--- src/rtl/hw_accel_unpack_rgb_gray.sv ---
// Unpacks 32-bit packed words into one RGB888 or grayscale pixel per handshake,
// dropping end-of-frame padding bytes left in the buffer after the last pixel.
module hw_accel_unpack_rgb_gray #(
  parameter int PACK_MODE    = 0,
  parameter int FRAME_PIXELS = 9216
) (
  input  logic        clk,
  input  logic        rst,
  input  logic        frame_restart,
  input  logic [31:0] in_packed_data,
  input  logic        in_packed_data_valid,
  output logic        in_packed_data_ready,
  output logic [23:0] out_pixel_data,
  output logic [7:0]  out_gray_pixel_data,
  output logic        out_pixel_data_valid,
  input  logic        out_pixel_data_ready,
  output logic        out_pixel_data_last
);

  // Handshakes: a word moves when in_packed_data_valid && in_packed_data_ready,
  // a pixel moves when out_pixel_data_valid && out_pixel_data_ready. Both ready
  // and valid are decoded from registered state only.

  localparam int              BPP      = (PACK_MODE == 2) ? 1 : 3;
  localparam int              PW       = (FRAME_PIXELS > 1) ? $clog2(FRAME_PIXELS) : 1;
  localparam logic [3:0]      BPP4     = 4'(BPP);
  localparam logic [PW-1:0]   LAST_IDX = PW'(FRAME_PIXELS - 1);

  logic [63:0]   byte_q;
  logic [3:0]    cnt_q;
  logic [PW-1:0] pix_cnt_q;

  logic          accept;
  logic          pop;
  logic          last;
  logic [3:0]    shift;
  logic [3:0]    keep;
  logic [63:0]   shifted;
  logic [63:0]   keep_mask;
  logic [63:0]   appended;
  logic [63:0]   byte_d;
  logic [3:0]    cnt_d;
  logic [7:0]    b0;
  logic [7:0]    b1;
  logic [7:0]    b2;

  assign in_packed_data_ready = (cnt_q <= 4'd4);
  assign out_pixel_data_valid = (cnt_q >= BPP4);
  assign accept               = in_packed_data_valid && in_packed_data_ready;
  assign pop                  = out_pixel_data_valid && out_pixel_data_ready;
  assign last                 = out_pixel_data_valid && (pix_cnt_q == LAST_IDX);
  assign out_pixel_data_last  = last;

  // Surviving bytes slide to the head; an end-of-frame pop keeps none of them.
  // A new word lands right after the survivors, which is at most byte 4.
  always_comb begin
    shift     = pop ? BPP4 : 4'd0;
    keep      = (pop && last) ? 4'd0 : (cnt_q - shift);
    shifted   = byte_q >> {shift, 3'b000};
    keep_mask = ~({64{1'b1}} << {keep, 3'b000});
    appended  = accept ? ({32'h0, in_packed_data} << {keep, 3'b000}) : 64'h0;
    byte_d    = (shifted & keep_mask) | appended;
    cnt_d     = keep + (accept ? 4'd4 : 4'd0);
  end

  always_ff @(posedge clk or posedge rst) begin
    if (rst) begin
      byte_q    <= 64'h0;
      cnt_q     <= 4'd0;
      pix_cnt_q <= '0;
    end else if (frame_restart) begin
      cnt_q     <= 4'd0;
      pix_cnt_q <= '0;
    end else begin
      byte_q <= byte_d;
      cnt_q  <= cnt_d;
      if (pop) begin
        pix_cnt_q <= last ? '0 : pix_cnt_q + 1'b1;
      end
    end
  end

  assign b0 = byte_q[7:0];
  assign b1 = byte_q[15:8];
  assign b2 = byte_q[23:16];

  always_comb begin
    out_pixel_data      = 24'h0;
    out_gray_pixel_data = 8'h0;
    if (cnt_q != 4'd0) begin
      case (PACK_MODE)
        1: begin
          out_pixel_data      = {b2, b1, b0};
          out_gray_pixel_data = b2;
        end
        2: begin
          out_pixel_data      = {b0, b0, b0};
          out_gray_pixel_data = b0;
        end
        default: begin
          out_pixel_data      = {b0, b1, b2};
          out_gray_pixel_data = b0;
        end
      endcase
    end
  end

endmodule

--- config.mk ---
export PLATFORM = sky130hd
export DESIGN_NAME = hw_accel_unpack_rgb_gray
export DESIGN_NICKNAME = d
export VERILOG_FILES = /design/src/rtl/hw_accel_unpack_rgb_gray.sv
export SDC_FILE = /design/constraint.sdc
export NUM_CORES = 1
export LEC_CHECK = 0
export BUFFER_PORTS_ARGS = -buffer_cell sky130_fd_sc_hd__buf_2
export CAP_MARGIN = 20
export CORE_UTILIZATION = 58
export CTS_CLUSTER_SIZE = 28
export DETAILED_ROUTE_END_ITERATION = 8
export HOLD_SLACK_MARGIN = 0.03
export PLACE_DENSITY_LB_ADDON = 0.05
export SLEW_MARGIN = 15
export SYNTH_ARGS = -nofsm -noshare
export SYNTH_HDL_FRONTEND = slang
export SYNTH_SLANG_ARGS = --single-unit
--- constraint.sdc ---
create_clock -name clk -period 4.5 [get_ports clk]
set_input_delay 0.9 -clock clk [delete_from_list [all_inputs] [get_ports clk]]
set_output_delay 0.9 -clock clk [all_outputs]
set_load 0.01 [all_outputs]
==> flow_summary.json <==
{
  "outcome": "completed",
  "yosysUniqueCellTypes": 59,
  "tightest_slew_ps": 920.5,
  "synth_area_leaders": "dfrtp_1 (39%), nand2_1 (5.8%), nor2b_1 (4.2%), a22oi_1 (4.2%), a221o_1 (3.1%)",
  "critPathCaptureType": "register",
  "dp_hpwl_mm": 11.47,
  "die_h_um": 96.85,
  "reg2reg_from": "cnt_q[3]",
  "grt_max_degree": 58,
  "async_flop_share": 1.000,
  "cts_buffer_depth": 2,
  "nets": 672,
  "clk_latency_ps": 370,
  "finalCritPeriodShare": 0.7846,
  "route.met3.wl_mm": 1.756,
  "synthFlopType": "dfrtp_1",
  "grt_pass1_wl_mm": 26.76,
  "post_drt_wl_per_cell_um": 22.30,
  "met2WireLength_mm": 7.239,
  "cts_tree": "built",
  "vias": 5084,
  "slew_headroom": 0.3863,
  "period_needed_ps": 3531,
  "setup_viol": 0,
  "grt_pass1_vias": 4866,
  "crit_type": "register to register",
  "postCtsHoldBufs": 0,
  "final-max-slew-violation-count": 0,
  "arrival_ps": 3800,
  "yosysSeqAreaShare": 0.3933,
  "required_ps": 4760,
  "via_per_inst": 6.843,
  "syn_area_mm2": 0.005218,
  "worstRegToRegCells": 11,
  "wirelength_mm": 16.57,
  "rows": 34,
  "ys_top_cells_by_count": "dfrtp_1 (82), nand2_1 (80), nor2_1 (39)",
  "fin_tns_setup_ps": 0,
  "setup.worst_path.end": "byte_q[24]",
  "numClockSinks": 82,
  "syn_inst": 579,
  "gp_congestion": 0.9849,
  "ys_ff_latch": 82,
  "synth_warnings": 0,
  "r2r_end": "byte_q[24]",
  "ios": 72,
  "rsz0062_at_grt": "false",
  "cap_violations": 0,
  "dieArea_mm2": 0.009379,
  "numCtsBuffers": 9,
  "wl_met1_mm": 7.051,
  "layout-drive-gt1-share": 0.1827,
  "worst_hold_path_type": "primary input to asynchronous set/reset pin",
  "path_clk_slew_ps": 90,
  "cts-resized-gates": 0,
  "drtPass1Iterations": 5,
  "worstPathMaxFanout": 13,
  "drt-initial-drc-count": 547,
  "leakage_nw": 2.756,
  "p_per_area_mw_per_mm2": 734.8,
  "drc_errors": 0,
  "root_buffer": "clkbuf_8",
  "synth.most_common_cell": "dfrtp_1",
  "post_cts_buffers": 0,
  "grt_overflow": 0,
  "synth_edf_count": 0,
  "post-synth-top-area-cell": "dfrtp_1",
  "peakVddDrop_uv": 386.0,
  "ff2ff_setup_slack_ps": 970,
  "fin_skew_ps": 14.58,
  "highest_layer": "met4",
  "startpoint": "cnt_q[3]",
  "synth_top_area_share": 0.3933,
  "synth_nets": 621,
  "final_util": 0.6684,
  "drtAntennaViolNets": 0,
  "initial_utilization": 0.5983,
  "antenna_found_initial": 0,
  "port_buffers": 71,
  "start_kind": "register",
  "antenna_cells": 0,
  "h-tree-depth": 3,
  "core_mm2": 0.008721,
  "finalHoldViolations": 0,
  "syn2layout_area_growth_pct": 11.73,
  "max_freq_ghz": 0.2832,
  "die_w_um": 96.85,
  "syn_avg_cell_area_um2": 9.011,
  "grt_usage": 0.3639
}
## registers in the layout, indices dropped and copies added (netlist names)
register,cells
byte_q,64
pix_cnt_q,14
cnt_q,4
## final cells by class
type                            count  area, um^2
Fill cell                         734        2892
Multi-Input combinational cell    435        2874
Sequential cell                    82        2052
Timing Repair Buffer               84       478.0
Clock buffer                       11       141.4
Tap cell                          108       135.1
Clock inverter                      5       77.57
Inverter                           18       71.32
## logic make-up (layout without fill, tap and decap cells)
| logic type | after synthesis | after routing | share of synthesized area |
|---|---|---|---|
| flops | 82 | 82 | 0.3933 |
| fa+ha+maj | 5 | 5 | 0.01343 |
| xor+xnor | 10 | 10 | 0.01679 |
| buf+inv | 62 | 118 | 0.05803 |
| mux | 16 | 16 | 0.03069 |
| compound gates | 201 | 201 | 0.3005 |
| simple gates | 203 | 203 | 0.1873 |
## metal layers
layer / GRT usage / vias to the layer above
li1: - / 2289
met1: 0.5227 / 2420
met2: 0.5184 / 325
met3: 0.08743 / 50
met4: 0.1665 / 0
met5: 0 / -
## how the worst min path moves through the flow
stage                    start         end  slack (ps)  cells past startpoint
CTS                 byte_q[27]   byte_q[3]         490                      2
floorplan           byte_q[27]   byte_q[3]         440                      2
finish                     rst  byte_q[39]         450                      2
global placement    byte_q[27]   byte_q[3]         460                      2
detailed placement  byte_q[27]   byte_q[3]         460                      2
global route               rst  byte_q[39]         460                      2
## cell usage in the layout (no fill, tap or decap), types with 3 or more instances in the layout
cell type	synthesis	final
a21oi_1	20	20
xor2_1	8	8
mux2i_1	16	16
buf_2	9	71
a221oi_1	8	8
buf_4	9	11
o21ai_0	15	15
a21o_1	4	4
a2bb2oi_1	9	9
clkinv_2	0	3
a221o_1	16	16
clkbuf_8	0	10
a311oi_1	8	8
nand2_1	80	80
a31oi_1	3	3
dfrtp_1	82	82
nor2b_1	35	35
nand3_1	5	5
and2_1	3	3
o221ai_1	16	16
nor3_1	15	15
a211oi_1	8	8
o31ai_1	9	9
o22ai_1	9	9
inv_1	17	16
ha_1	4	4
nand4_1	7	7
a22o_1	14	14
nand3b_1	3	3
a211o_1	5	5
a2111oi_0	8	8
nor2_1	39	38
a22oi_1	29	29
o21ai_1	9	9
## worst max-delay path, stage by stage, from the launching register on
cell and delay (ps):
dfrtp_1 520, a211o_4 380, nand2_2 110, inv_4 100, ha_1 240, fa_2 420, nand3b_1 160, nand3_1 210
o21ai_1 730, buf_4 310, a21oi_1 60, a21o_1 190
## stage by stage
stage               setup slack (ps)  std cells  cell area (um^2)  hold WS [ps]  total power [W]
global placement                1049        726              5590         461.1         0.003540
finish                         969.2        743              5829         446.4         0.004283
floorplan                      893.6        579              5218         439.6         0.002901
detailed placement             991.5        726              5590         463.3         0.003602
CTS                             1066        742              5809         488.1         0.004213
global route                   883.9        743              5829         463.6         0.004545
## power by group
| group | total, W | switching (W) | internal, W |
|---|---|---|---|
| combinational | 0.00261 | 0.00165 | 0.000957 |
| clock | 0.000613 | 0.000287 | 0.000326 |
| sequential | 0.00106 | 0.000142 | 0.000921 |
| total | 0.00428 | 0.00208 | 0.00220 |
(Power assumes the default switching activity.)
